**src/rtl/taus_seed_loader.sv**
```systemverilog
// taus_seed_loader
// Purpose: upstream seed loader for the dual-Tausworthe URNG wrapper.
//   Six 32-bit seed words arrive serially over a write port. Each word is
//   checked against its Tausworthe minimum-seed constraint. Accepted words go
//   into shadow registers, and all six are committed to s0..s5 together. The
//   generator is held in reset while a load is in progress, and then for
//   RST_HOLD further cycles, so its first outputs come from a valid state.
//
// Ports:
//   clk        in   1   system clock, rising edge
//   reset      in   1   synchronous, active-high reset
//   load_start in   1   one-cycle request to begin (or restart) a 6-word load
//   wr_en      in   1   seed word strobe, honoured only while wr_ready=1
//   wr_data    in  32   seed word, loaded in order s0..s5
//   wr_ready   out  1   high in LOAD
//   seed_err   out  1   one-cycle pulse after a strobed word below its minimum
//   load_count out  3   words accepted so far in the current load
//   busy       out  1   high in LOAD or HOLD
//   gen_reset  out  1   reset to the URNG wrapper
//   run        out  1   high in RUN; URNG outputs are valid
//   s0..s5     out 32   committed seeds
//
// state | meaning
// HOLD  | generator held in reset for RST_HOLD cycles
// RUN   | generator free-running on committed seeds
// LOAD  | collecting seed words into shadow registers
module taus_seed_loader #(
  parameter logic [31:0] DEF_S0   = 32'h0000_1234,
  parameter logic [31:0] DEF_S1   = 32'h0000_5678,
  parameter logic [31:0] DEF_S2   = 32'h0000_9ABC,
  parameter logic [31:0] DEF_S3   = 32'h0000_DEF0,
  parameter logic [31:0] DEF_S4   = 32'h0001_2345,
  parameter logic [31:0] DEF_S5   = 32'h0006_7890,
  parameter int unsigned RST_HOLD = 4
) (
  input  logic        clk,
  input  logic        reset,
  input  logic        load_start,
  input  logic        wr_en,
  input  logic [31:0] wr_data,
  output logic        wr_ready,
  output logic        seed_err,
  output logic [2:0]  load_count,
  output logic        busy,
  output logic        gen_reset,
  output logic        run,
  output logic [31:0] s0,
  output logic [31:0] s1,
  output logic [31:0] s2,
  output logic [31:0] s3,
  output logic [31:0] s4,
  output logic [31:0] s5
);

  typedef enum logic [1:0] {HOLD, RUN, LOAD} state_t;

  localparam logic [7:0] HOLD_LAST = 8'(RST_HOLD - 1);

  state_t           state;
  logic [7:0]       hold_cnt;
  logic [4:0][31:0] shadow;
  logic [31:0]      min_val;
  logic             word_ok;

  // Each Tausworthe component has its own minimum; the pattern repeats for
  // the second generator (words 3..5).
  always_comb begin
    min_val = 32'd16;
    case (load_count)
      3'd0, 3'd3: min_val = 32'd2;
      3'd1, 3'd4: min_val = 32'd8;
      default:    min_val = 32'd16;
    endcase
  end

  assign word_ok = (wr_data >= min_val);

  always_ff @(posedge clk) begin
    if (reset) begin
      state      <= HOLD;
      hold_cnt   <= '0;
      shadow     <= '0;
      s0         <= DEF_S0;
      s1         <= DEF_S1;
      s2         <= DEF_S2;
      s3         <= DEF_S3;
      s4         <= DEF_S4;
      s5         <= DEF_S5;
      gen_reset  <= 1'b1;
      run        <= 1'b0;
      busy       <= 1'b1;
      wr_ready   <= 1'b0;
      seed_err   <= 1'b0;
      load_count <= '0;
    end else begin
      seed_err <= 1'b0;
      case (state)
        HOLD, RUN: begin
          if (load_start) begin
            state      <= LOAD;
            hold_cnt   <= '0;
            load_count <= '0;
            gen_reset  <= 1'b1;
            run        <= 1'b0;
            busy       <= 1'b1;
            wr_ready   <= 1'b1;
          end else if (state == HOLD) begin
            if (hold_cnt == HOLD_LAST) begin
              state     <= RUN;
              hold_cnt  <= '0;
              gen_reset <= 1'b0;
              run       <= 1'b1;
              busy      <= 1'b0;
            end else begin
              hold_cnt <= hold_cnt + 8'd1;
            end
          end
        end
        LOAD: begin
          // A restart takes priority over any word strobed in the same cycle.
          if (load_start) begin
            load_count <= '0;
          end else if (wr_en) begin
            if (!word_ok) begin
              seed_err <= 1'b1;
            end else if (load_count == 3'd5) begin
              // Last word goes straight to s5; the rest come from the shadows.
              s0         <= shadow[0];
              s1         <= shadow[1];
              s2         <= shadow[2];
              s3         <= shadow[3];
              s4         <= shadow[4];
              s5         <= wr_data;
              load_count <= '0;
              state      <= HOLD;
              hold_cnt   <= '0;
              wr_ready   <= 1'b0;
            end else begin
              shadow[load_count] <= wr_data;
              load_count         <= load_count + 3'd1;
            end
          end
        end
        default: begin
          state     <= HOLD;
          hold_cnt  <= '0;
          gen_reset <= 1'b1;
          run       <= 1'b0;
          busy      <= 1'b1;
          wr_ready  <= 1'b0;
        end
      endcase
    end
  end

endmodule

```
**config.mk**
```make
export PLATFORM = sky130hd
export DESIGN_NAME = taus_seed_loader
export DESIGN_NICKNAME = d
export VERILOG_FILES = /design/src/rtl/taus_seed_loader.sv
export SDC_FILE = /design/constraint.sdc
export NUM_CORES = 1
export LEC_CHECK = 0
export BUFFER_PORTS_ARGS = -buffer_cell sky130_fd_sc_hd__buf_4
export CORE_MARGIN = 2
export CORE_UTILIZATION = 50
export DETAILED_ROUTE_END_ITERATION = 7
export GPL_TIMING_DRIVEN = 0
export HOLD_SLACK_MARGIN = 0.06
export PLACE_DENSITY = 0.75
export SLEW_MARGIN = 20
export SYNTH_ARGS = -nofsm -noshare
export SYNTH_HDL_FRONTEND = slang
export SYNTH_SLANG_ARGS = --single-unit
```
**constraint.sdc**
```tcl
create_clock -name clk -period 3 [get_ports clk]
set_clock_uncertainty 0.15 [all_clocks]
set_input_delay 0.15 -clock clk [delete_from_list [all_inputs] [get_ports clk]]
set_output_delay 0.15 -clock clk [all_outputs]
set_load 0.05 [all_outputs]
```
-- Word level (Yosys, flattened, before mapping)
Index checks and enable logic that the tools add are counted.
- input bits: 36
- output and inout bits: 200
- logic and storage cells: 99
- register bits after elaboration: 369
- magnitude comparators: 3
- eq/ne operators: 16
- reductions and logical operators: 15
- bitwise gates (word level): 4
- mux-type cells: 41
- add/sub/neg operators: 2
- operators with widths (kind ; count):
    $bwmux 160 ; 1
    $demux 32 s3 ; 1
    $mux 8 ; 7
    $ge 32x32->1 ; 1
    $mux 32 ; 1
    $reduce_and 5->1 ; 4
    $pmux 8 s2 ; 1
    $mux 3 ; 5
    $mux 2 ; 7
    $mux 1 ; 12
    $ne 3x3->1 const B ; 4
    $ne 2x2->1 const B ; 5
    $pmux 5 s2 ; 1
    $add 8x1->8 const B ; 1
    $eq 8x2->1 const B ; 1
    $eq 3x3->1 const B ; 2
    $pmux 1 s2 ; 3
    $pmux 3 s2 ; 1
    $reduce_and 6->1 ; 1
    $reduce_or 2->1 ; 3
    $lt 3x4->1 const B ; 1
    $not 1->1 ; 4
    $pmux 2 s2 ; 1
    $reduce_and 4->1 ; 1
    other kinds (12) ; 12

-- Longest topological paths before layout
Gate-level depths: netlist of the first run.
- word-level depth: 8
- mapped depth: 13
- depth with buffers taken out: 10

-- Worst setup path before layout of the first run
Ideal clock, no wire load.
- path kind: flip-flop to flip-flop
- from: register load_count[2]
- to: register load_count[2]
- setup time: 0.070 ns
- required time: 2.780 ns
- setup slack: -0.441 ns
- path buffers: 1
- arrival time: 3.221 ns
- stages on the path, launching flop included: 12
- clock period less this slack: 3.441 ns
- cells stage by stage: dfxtp_1 -> clkbuf_1 -> inv_1 -> ha_1 -> a21oi_1 -> o21ai_0 -> ha_1 -> nand2b_1 -> a211oi_4 -> nor4_1 -> or4_1 -> a21oi_1
- longest elaborated chain between the ends: 6
- elaborated cells between the ends (all ways): 17
- those cells by class: 1 x add/sub; 1 x order compare; 5 x eq/ne; 6 x mux; 4 x reduce/logical
- RTL lines (element ; line ; RTL):
    start: declaration ; 43 ; output logic [2:0] load_count,
    start signal: assignment ; 140 ; load_count <= load_count + 3'd1;
    $eq 3x1->1, or another cell as far along ; 69 ; case (load_count)
    $reduce_or 2->1 / $mux 3 (equally long branches) ; 69, 126 ;
    $pmux 5 s2 / $mux 3 (equally long branches) ; 69, 124 ;
    $ge 32x32->1 / $mux 3 (equally long branches) ; 76, 123 ;
    $ne 3x3->1 (no line) / $mux 3 (equally long branches) ; - ;
    $reduce_and 4->1 (no line) / $pmux 3 s2 (equally long branches) ; - ;
Parallel ways exist; a longest one is shown, timed or not. The select of a mux whose other input is x is not followed.
A chain may end at the register's enable or synchronous reset.

-- Final worst setup path of the first run
- from: register load_count[0]
- to: register shadow[144] (netlist name)
- longest elaborated chain between the ends: 5
- elaborated cells between the ends (all ways): 17
- those cells by class: 3 x order compare; 4 x eq/ne; 4 x mux; 1 x bitwise; 5 x reduce/logical
- RTL lines (element ; line ; RTL):
    $eq 3x1->1, or another cell as far along ; 69 ;
    $reduce_or 2->1 / $logic_and 1x1->1 (equally long branches) ; 69, 139 ;
    $pmux 5 s2 / $mux 32 (equally long branches) ; 69, 139 ;
    $ge 32x32->1 / $demux 32 s3 (equally long branches) ; 76, 139 ;
    $reduce_and 5->1 (no line) / $bwmux 160 (equally long branches) ; - ;
    end signal: indexed assignment ; 139 ; shadow[load_count] <= wr_data;
    end: declaration ; 61 ; logic [4:0][31:0] shadow;
Parallel ways exist; a longest one is shown, timed or not.

==> run_results.csv, run 1 <==
group,metric,value,unit
die,dieArea,0.0283,sq mm
synthesis,synth_edf_count,0,
setup_path,critical_path.max_stage_delay,380,ps
setup_path,crit_cells,13,
global_routing,grt_util_all_layers,28.8,%
setup_path,rr_worst_depth,13,
die,io_pins,236,
setup_path,worstPathMaxFanout,10,
clock_tree,cts_made_buffers,38,
synthesis,synth-warning-count,0,
setup_path,timing.rr.start,"load_count[0]",
setup_path,endpoint,"shadow[144]",
cells_and_area,final_layout_size_suffix_gt1_share,22.0,%
routing,dr.pass1.iters,5,
pwr,vdd_drop_max,0.401,mV
setup_path,cp_data_required_time,3230,ps
synthesis,netlist_area,0.0135,sq mm
pwr,leakagePower,0.00801,uW
setup_path,startpoint,"load_count[0]",
setup_path,slowest_stage,"dfxtp_4",
clock_tree,clock_latency,520,ps
synthesis,synthCells,1496,
setup_path,critical_path_class,"flip-flop to flip-flop",
place,portBuffers,234,
setup_path,cp_cell_sequence,"clkbuf_4, xor2_1, nand2b_1, ha_1, nor2_1, a211oi_4, buf_6, buf_6, o31ai_4, buf_12, clkbuf_16, mux2i_1, nor2_1",
global_routing,antenna_found_initial,0,
run,drv_cap,0,
clock_tree,cts_sinks,369,
cells_and_area,regArea,0.00740,sq mm
die,start_util,50.4,%
cells_and_area,n_fill_cell,2111,
routing,detail-route-antenna-nets,0,
synthesis,synthTopCellsByArea,"dfxtp_1 55%, mux2i_1 12%, nand2_1 8.2%",
synthesis,yosysTopAreaCell,"dfxtp_1",
cells_and_area,antenna_cells,0,
routing,drtIter0Drc,956,
global_routing,grt_pass1_vias,11400,
synthesis,post_synth.cell_area_avg,9.01,sq um
sta,setup_viol,0,
sta,tightestPinTransition,1020,ps
clock_tree,cts_max_level,2,
die,fp-row-count,60,
routing,drc_errors,0,
global_routing,grt_pass1_wl,63400,um
setup_path,worst-path-buf-inv,5,
sta,min_period,2950,ps
clock_tree,clk_pin_slew,60,ps
run_status,status,"complete, no violations",
die,dieWidth,168,um
synthesis,ys_ff_latch,369,
cells_and_area,finish.utilization,66.7,%
clock_tree,cts_tree,"built",
cells_and_area,nNetsFinal,1867,
sta,maxSlewViolCount,0,
pwr,p_per_area,574,mW/mm^2
setup_path,rr_endpoint,"shadow[144]",
place,dp_slack,-535,ps
synthesis,synthMostInstantiatedCell,"dfxtp_1",
global_routing,globalRouteOverflowTotal,0,
synthesis,ys_seq_area_share,54.8,%
clock_tree,cts.root.buffer_cell,"clkbuf_16",
setup_path,r2r_slack,50,ps
synthesis,ys.flop_type,"dfxtp_1",
routing,post_drt_wl_per_cell,19.3,um
sta,final.setup.worst_slack,53.7,ps
routing,num_vias,12000,
sta,hold_viol_final,0,
synthesis,synth.distinct_cells,45,
sta,max_freq,0.339,GHz
cells_and_area,syn_to_final_growth,32.2,%
die,coreArea,0.0267,sq mm
synthesis,netlist.area_leader.share,54.8,%
place,place.gp.congestion,0.847,
cells_and_area,multi_input_area,0.00565,sq mm
sta,fin_crit_sh,98.2,%
setup_path,path_delay_family,"buffers and inverters",
clock_tree,cts_buffer_depth,3,
setup_path,cp-start-kind,"flip-flop",
sta,relSlewSlack,31.9,%
hold_path,hold_class,"input port to flip-flop",
die,die_y,168,um
synthesis,syn_nets,1537,
routing,via_per_inst,5.45,
routing,wl,42300,um
global_routing,grt_start_max_net_pins,14,
synthesis,synth_common_cells,"369 x dfxtp_1, 296 x nand2_1, 221 x nor2_1, 161 x mux2i_1, 156 x a21oi_1",
synthesis,async_flop_share,0,%
setup_path,crit_arrival,3180,ps
setup_path,end_kind,"flip-flop",
place,dp.final_hpwl,28900,um
worst register-to-register path: cells and delay by family, from the launching register on:
kind	cells	cell delay (ps)
AND/OR/NAND/NOR	3	360
flip-flops	1	380
multiplexers	1	180
XOR/XNOR	1	240
buffers and inverters	5	890
AO/OA/AOI/OAI	2	350
adder cells (fa/ha/maj)	1	280
cells in the final DEF, fill, tap and decap left out, drive strengths merged, types with 3 or more instances in the layout:
cell type,n
a211oi,3
a21oi,156
a311oi,5
and3,3
buf,306
bufinv,4
clkbuf,119
clkinv,4
dfxtp,369
dlygate4sd3,35
ha,5
inv,5
mux2i,161
nand2,296
nand2b,8
nand3,4
nand3b,3
nor2,221
nor3,96
nor3b,3
nor4,11
o21ai,7
o31ai,7
flip-flops by register name (all words and copies together), names as in the netlist, 2 cells and up:
signal,flops
hold_cnt,8
shadow,160
s5,32
s0,32
state,2
load_count,3
s4,32
s1,32
s3,32
s2,32
timing repair:
action | 4_1_cts | 5_1_grt
pin swaps | 7 | 5
resized for setup | 23 | 43
setup buffers | 16 | 5
gates cloned | 0 | 3
hold buffers | 35 | 0
setup endpoints to repair | 352 | 353
endpoints found under the hold margin | 197 | 0
cell families (layout without fill, tap and decap cells):
family / after synthesis / count (layout) / synth area share [%]
flip-flops: 369 / 369 / 54.8
AO/OA/AOI/OAI: 189 / 189 / 8.32
XOR/XNOR: 1 / 1 / 0.0650
adder cells (fa/ha/maj): 5 / 5 / 0.464
AND/OR/NAND/NOR: 655 / 655 / 20.3
multiplexers: 161 / 161 / 12.0
buffers and inverters: 116 / 474 / 4.05
per-layer routing:
layer  vias to the layer above  wire (um)  GRT usage [%]  part of all wire [%]
met5                         -          0              0                     0
li1                       5666          -              -                     -
met3                       102       3080           4.75                   7.3
met4                         0       1470           11.7                   3.5
met2                       473      19900           47.3                    47
met1                      5717      17900           37.9                    42
stage by stage:
step	total power (uW)	instance area (sq um)	setup TNS [ps]	hold slack, ps	cells
3_3_place_gp	5420	15700	-74500	289	2071
3_5_place_dp	5430	15700	-85330	293	2071
6_report	10200	17800	0	210	2195
2_1_floorplan	5230	13500	0	127	1496
4_1_cts	10200	17600	-1220	253	2190
5_1_grt	10500	17800	-2180	258	2195
worst min path at each step:
| stage | startpoint | end | cells past startpoint |
|---|---|---|---|
| after floorplan | wr_data[11] | s5[11] | 2 |
| after global placement | shadow[77] | s2[13] | 2 |
| after detailed placement | shadow[143] | s4[15] | 2 |
| after CTS | wr_data[30] | shadow[0] | 7 |
| after global routing | wr_data[30] | state[1] | 7 |
| final | wr_data[30] | state[1] | 7 |
report_power, final:
part | total, uW | internal (uW) | switching, uW
registers | 4930 | 4920 | 13.7
logic | 453 | 143 | 310
clock network | 4840 | 2940 | 1900
area by class of cell:
type / instances / share of cell area (%)
sequential: 369 / 41.5
multi-input combinational: 1011 / 31.7
timing repair buffer: 292 / 13.4
clock buffer: 58 / 6.33
buffer: 110 / 3.71
tap: 341 / 2.39
clock inverter: 10 / 0.878
inverter: 4 / 0.0843
Note: power is estimated with default switching activity, not from simulation.
==> run 2: changes to the inputs <==
Settings changed: CORE_ASPECT_RATIO set to 2.
==> run 2 against run 1 <==
Against the previous run:
- final cell count decreased by 0.55%
- largest cell class unchanged
- core utilization is 1.1 points lower
- hold slack gained 81 ps
- sequential cell count stayed put
- die area is 0.28% higher
- non-clock buffer count is 6 lower
- setup slack gained 42 ps
==> run_results.csv, run 2 (synthesized netlist as in run 1, its figures left out) <==
group,metric,value,unit
routing,post_drt_wl_per_cell,19.0,um
setup_path,critical_path_class,"flip-flop to flip-flop",
routing,dr.pass1.iters,5,
cells_and_area,syn_to_final_growth,29.8,%
place,place.gp.congestion,0.857,
cells_and_area,regArea,0.00740,sq mm
setup_path,worstPathMaxFanout,10,
clock_tree,cts_buffer_depth,3,
setup_path,startpoint,"load_count[2]",
setup_path,rr_endpoint,"shadow[53]",
cells_and_area,final_cell_mix,"366 x dfxtp_1, 296 x nand2_1, 254 x buf_4, 221 x nor2_1, 159 x mux2i_1",
die,coreArea,0.0267,sq mm
pwr,leakagePower,0.00781,uW
clock_tree,clock_latency,580,ps
clock_tree,cts.root.buffer_cell,"clkbuf_16",
die,fp-row-count,85,
hold_path,hold_class,"input port to flip-flop",
sta,maxSlewViolCount,0,
cells_and_area,n_fill_cell,2215,
die,start_util,50.5,%
place,dp_cells,2078,
cells_and_area,final_area,0.0175,sq mm
clock_tree,cts_made_buffers,30,
clock_tree,cts_tree,"built",
die,io_pins,236,
global_routing,grt_util_all_layers,28.0,%
die,die_y,236,um
global_routing,antenna_found_initial,0,
setup_path,crit_arrival,3170,ps
cells_and_area,final_layout_size_suffix_gt1_share,21.3,%
routing,drtIter0Drc,979,
die,dieWidth,120,um
cells_and_area,antenna_cells,0,
routing,drc_errors,0,
clock_tree,clk_pin_slew,70,ps
sta,fin_crit_sh,96.8,%
global_routing,globalRouteOverflowTotal,0,
setup_path,cp_data_required_time,3270,ps
cells_and_area,multi_input_area,0.00561,sq mm
global_routing,grt_start_max_net_pins,18,
place,portBuffers,234,
place,dp.final_hpwl,28800,um
setup_path,cp-start-kind,"flip-flop",
setup_path,end_kind,"flip-flop",
place,placed_cell_area,0.0157,sq mm
cells_and_area,layoutNonFillerInstCount,2183,
routing,wl,41400,um
setup_path,r2r_slack,100,ps
sta,hold_viol_final,0,
clock_tree,cts_sinks,369,
routing,detail-route-antenna-nets,0,
run,drv_cap,0,
cells_and_area,largest_register,"shadow",
routing,via_per_inst,5.40,
sta,min_period,2900,ps
sta,setup_viol,0,
sta,max_freq,0.344,GHz
setup_path,endpoint,"shadow[53]",
sta,hold_ws,291,ps
sta,relSlewSlack,48.4,%
cells_and_area,layout_commonest_cell,"dfxtp_1",
global_routing,grt_pass1_wl,61800,um
clock_tree,cts_max_level,1,
global_routing,grt_pass1_vias,10900,
pwr,p_per_area,554,mW/mm^2
pwr,vdd_drop_max,0.494,mV
setup_path,rr_worst_depth,13,
cells_and_area,nNetsFinal,1853,
routing,num_vias,11800,
sta,tightestPinTransition,774,ps
run_status,status,"complete, no violations",
setup_path,timing.rr.start,"load_count[2]",
die,dieArea,0.0284,sq mm
cells_and_area,largest_reg_flops,160,
## run 2: changes by cell type in the layout (fill, tap and decap cells not counted), sizes merged
cell / delta
clkinvlp: +2
clkbuf: -11
buf: -15
inv: -1
clkinv: +4
bufinv: +2
## run 2: worst min-delay path by stage
stage / startpoint / end / slack, ps / cells past startpoint
after global routing: shadow[99] / s3[3] / 320 / 2
after floorplan: wr_data[11] / s5[11] / 130 / 2
after detailed placement: shadow[99] / s3[3] / 290 / 2
final: reset / hold_cnt[4] / 290 / 4
after global placement: shadow[45] / s1[13] / 290 / 2
after CTS: wr_data[31] / s5[31] / 290 / 4
## run 2: repair_timing
| action | 4_1_cts | 5_1_grt |
|---|---|---|
| setup buffers | 12 | 3 |
| cloned | 0 | 1 |
| hold buffers | 35 | 0 |
| resized for setup | 10 | 57 |
| setup endpoints to repair | 352 | 350 |
| endpoints found under the hold margin | 200 | 0 |
| pin swaps | 6 | 5 |
## run 2: final cells by class
type                    count  share of cell area (%)
plain buffers             111                    3.88
clock buffers              38                    4.76
clock inverters            17                    1.43
inverters                   4                  0.0858
multi-input cells        1011                    32.1
flip-flops and latches    369                    42.3
well taps                 348                    2.49
repair buffers            285                    13.0
## run 2: report_power, final
part | total, uW | leakage [uW] | switching, uW | internal [uW]
clock network | 4330 | 0.000525 | 1840 | 2480
registers | 4930 | 0.00298 | 13.5 | 4910
logic | 441 | 0.00430 | 302 | 139
total | 9700 | 0.00781 | 2160 | 7540
## run 2: stage by stage
step / utilization, % / total power, uW / setup slack [ps] / TNS (ps)
floorplan: - / 5230 / 5.64 / 0
global placement: 58.8 / 5420 / -438 / -81090
detailed placement: 58.8 / 5420 / -457 / -87800
CTS: 64.8 / 9710 / 1.49 / 0
global route: 65.5 / 9910 / -5.02 / -10.0
finish: 65.5 / 9700 / 95.7 / 0
## run 2: critical path, stage by stage, from the launching register on
cell and delay (ps):
dfxtp_4 350, clkbuf_8 160, inv_2 60, ha_2 170
a21oi_2 50, o21ai_2 160, ha_2 180, nor3b_4 210
a211oi_4 120, buf_6 170, o31ai_4 390, buf_6 280
mux2i_1 210, nor2_1 70
## run 2: metal layers
layer	vias up	wire length, um	global-route usage (%)	share of wire [%]
met5	-	0	0	0
met4	0	1370	9.66	3.3
met3	86	3420	5.71	8.3
met2	490	20100	47.3	48
met1	5580	16500	35.1	40
li1	5629	-	-	-
==> run 3: changes to the inputs <==
Settings changed: CORE_ASPECT_RATIO 2 to 0.8, CORE_UTILIZATION 50 to 55, PLACE_DENSITY 0.75 to 0.79.
Clock period 3 ns to 3.2 ns, I/O delays scaled along.
==> run 3 against run 2 <==
Against the previous run:
- core utilization up 6.5 points
- register-to-register slack worse by 50 ps
- sequential power down 6.3%
- combinational power down 5.0%
- largest cell class unchanged
- highest routed layer unchanged
==> run_results.csv, run 3 (synthesized netlist as in run 1, its figures left out) <==
group,metric,value,unit
sta,hold_ws,303,ps
cells_and_area,n_fill_cell,1788,
sta,relSlewSlack,47.0,%
cells_and_area,largest_reg_flops,160,
clock_tree,clk_pin_slew,70,ps
die,fp-row-count,51,
place,portBuffers,234,
clock_tree,cts_buffer_depth,3,
routing,wl,41800,um
routing,wl_met2,19000,um
routing,via_per_inst,5.57,
sta,maxSlewViolCount,0,
cells_and_area,final_layout_size_suffix_gt1_share,21.0,%
setup_path,worstPathMaxFanout,10,
setup_path,cp_data_required_time,3440,ps
cells_and_area,layout_commonest_cell,"dfxtp_1",
place,dp_cells,2048,
routing,highest_layer,"met4",
run_status,status,"complete, no violations",
die,dieWidth,179,um
cells_and_area,nNetsFinal,1860,
routing,drc_errors,0,
sta,setup_tns,0,ps
die,die_y,144,um
place,placed_cell_area,0.0156,sq mm
global_routing,grt_start_max_net_pins,16,
routing,drtIter0Drc,1134,
cells_and_area,largest_register,"shadow",
global_routing,grt_pass1_vias,11400,
clock_tree,cts.root.buffer_cell,"clkbuf_16",
setup_path,critical_path_class,"flip-flop to flip-flop",
global_routing,grt_pass1_wl,62200,um
pwr,p_per_area,530,mW/mm^2
die,coreArea,0.0242,sq mm
sta,setup_viol,0,
setup_path,end_kind,"flip-flop",
cells_and_area,syn_to_final_growth,29.3,%
routing,detail-route-antenna-nets,0,
routing,wl_met3,4490,um
place,dp.final_hpwl,28800,um
sta,fin_crit_sh,98.7,%
routing,num_vias,12000,
sta,rsz0062_at_grt,"true",
cells_and_area,final_cell_mix,"366 x dfxtp_1, 296 x nand2_1, 262 x buf_4, 221 x nor2_1, 161 x mux2i_1",
pwr,total_power,9230,uW
cells_and_area,layoutNonFillerInstCount,2162,
global_routing,grt_util_all_layers,31.6,%
global_routing,antenna_found_initial,0,
routing,post_drt_wl_per_cell,19.3,um
place,place.gp.congestion,0.905,
pwr,vdd_drop_max,0.446,mV
die,dieArea,0.0258,sq mm
cells_and_area,antenna_cells,0,
clock_tree,clock_latency,530,ps
clock_tree,cts_max_level,2,
pwr,leakagePower,0.00784,uW
run,drv_cap,0,
clock_tree,cts_sinks,369,
clock_tree,cts_made_buffers,35,
clock_tree,cts_tree,"built",
die,start_util,55.7,%
setup_path,cp-start-kind,"flip-flop",
hold_path,hold_class,"flip-flop to flip-flop",
sta,tightestPinTransition,796,ps
sta,min_period,3160,ps
sta,max_freq,0.317,GHz
setup_path,crit_arrival,3400,ps
cells_and_area,final_area,0.0174,sq mm
sta,hold_viol_final,0,
routing,dr.pass1.iters,5,
global_routing,globalRouteOverflowTotal,0,
die,io_pins,236,
routing,wl_met1,17000,um
[run 3: worst max-delay path, stage by stage, from the launching register on]
cell      delay (ps)
dfxtp_2          430
and2_1           180
ha_1             160
a21oi_1           70
o21ai_0          270
ha_1             210
nor3b_2          240
a211oi_4         150
buf_4            170
o31ai_4          380
buf_6            250
mux2i_1          270
nor2_1            90
[run 3: final timing paths]
kind / startpoint / to / slack [ps] / cells after the start
setup / recovery: load_count[1] / shadow[135] / 40 / 12
hold / removal: shadow[28] / s0[28] / 300 / 2
setup reg to reg: load_count[1] / shadow[135] / 40 / 12
hold reg to reg: shadow[28] / s0[28] / 300 / 2
[run 3: cell type report]
class	instances	area [sq um]	area share [%]
clock inverters	13	139	0.797
well taps	318	398	2.28
plain buffers	110	597	3.42
inverters	4	15.0	0.0862
multi-input cells	1011	5570	32.0
flip-flops and latches	369	7390	42.4
repair buffers	288	2290	13.1
clock buffers	49	1020	5.85
[run 3: report_power, final]
part	total (uW)	internal, uW	switching, uW	leakage (uW)
sequential	4620	4610	12.2	0.00298
combinational	419	130	289	0.00429
clock	4190	2410	1780	0.000574
[run 3: through the flow]
| step | util [%] | setup WS, ps |
|---|---|---|
| after detailed placement | 64.7 | -494 |
| after CTS | 71.7 | 53.2 |
| final | 72.1 | 40.8 |
| after floorplan | - | 54.4 |
| after global routing | 72.1 | -28.8 |
| after global placement | 64.7 | -380 |
[run 3: what timing repair did]
| item | in CTS | in global routing |
|---|---|---|
| resized for setup | 9 | 24 |
| endpoints found under the setup margin | 361 | 287 |
| cloned | 0 | 0 |
| pin swaps | 6 | 3 |
| endpoints found under the hold margin | 198 | 0 |
| setup buffers | 17 | 2 |
| hold buffers | 35 | 0 |
[run 3: routing by layer]
metal	GRT usage, %	vias to the layer above
met5	0	-
met4	11.0	0
met3	7.65	86
met2	50.8	568
met1	41.8	5730
li1	-	5656
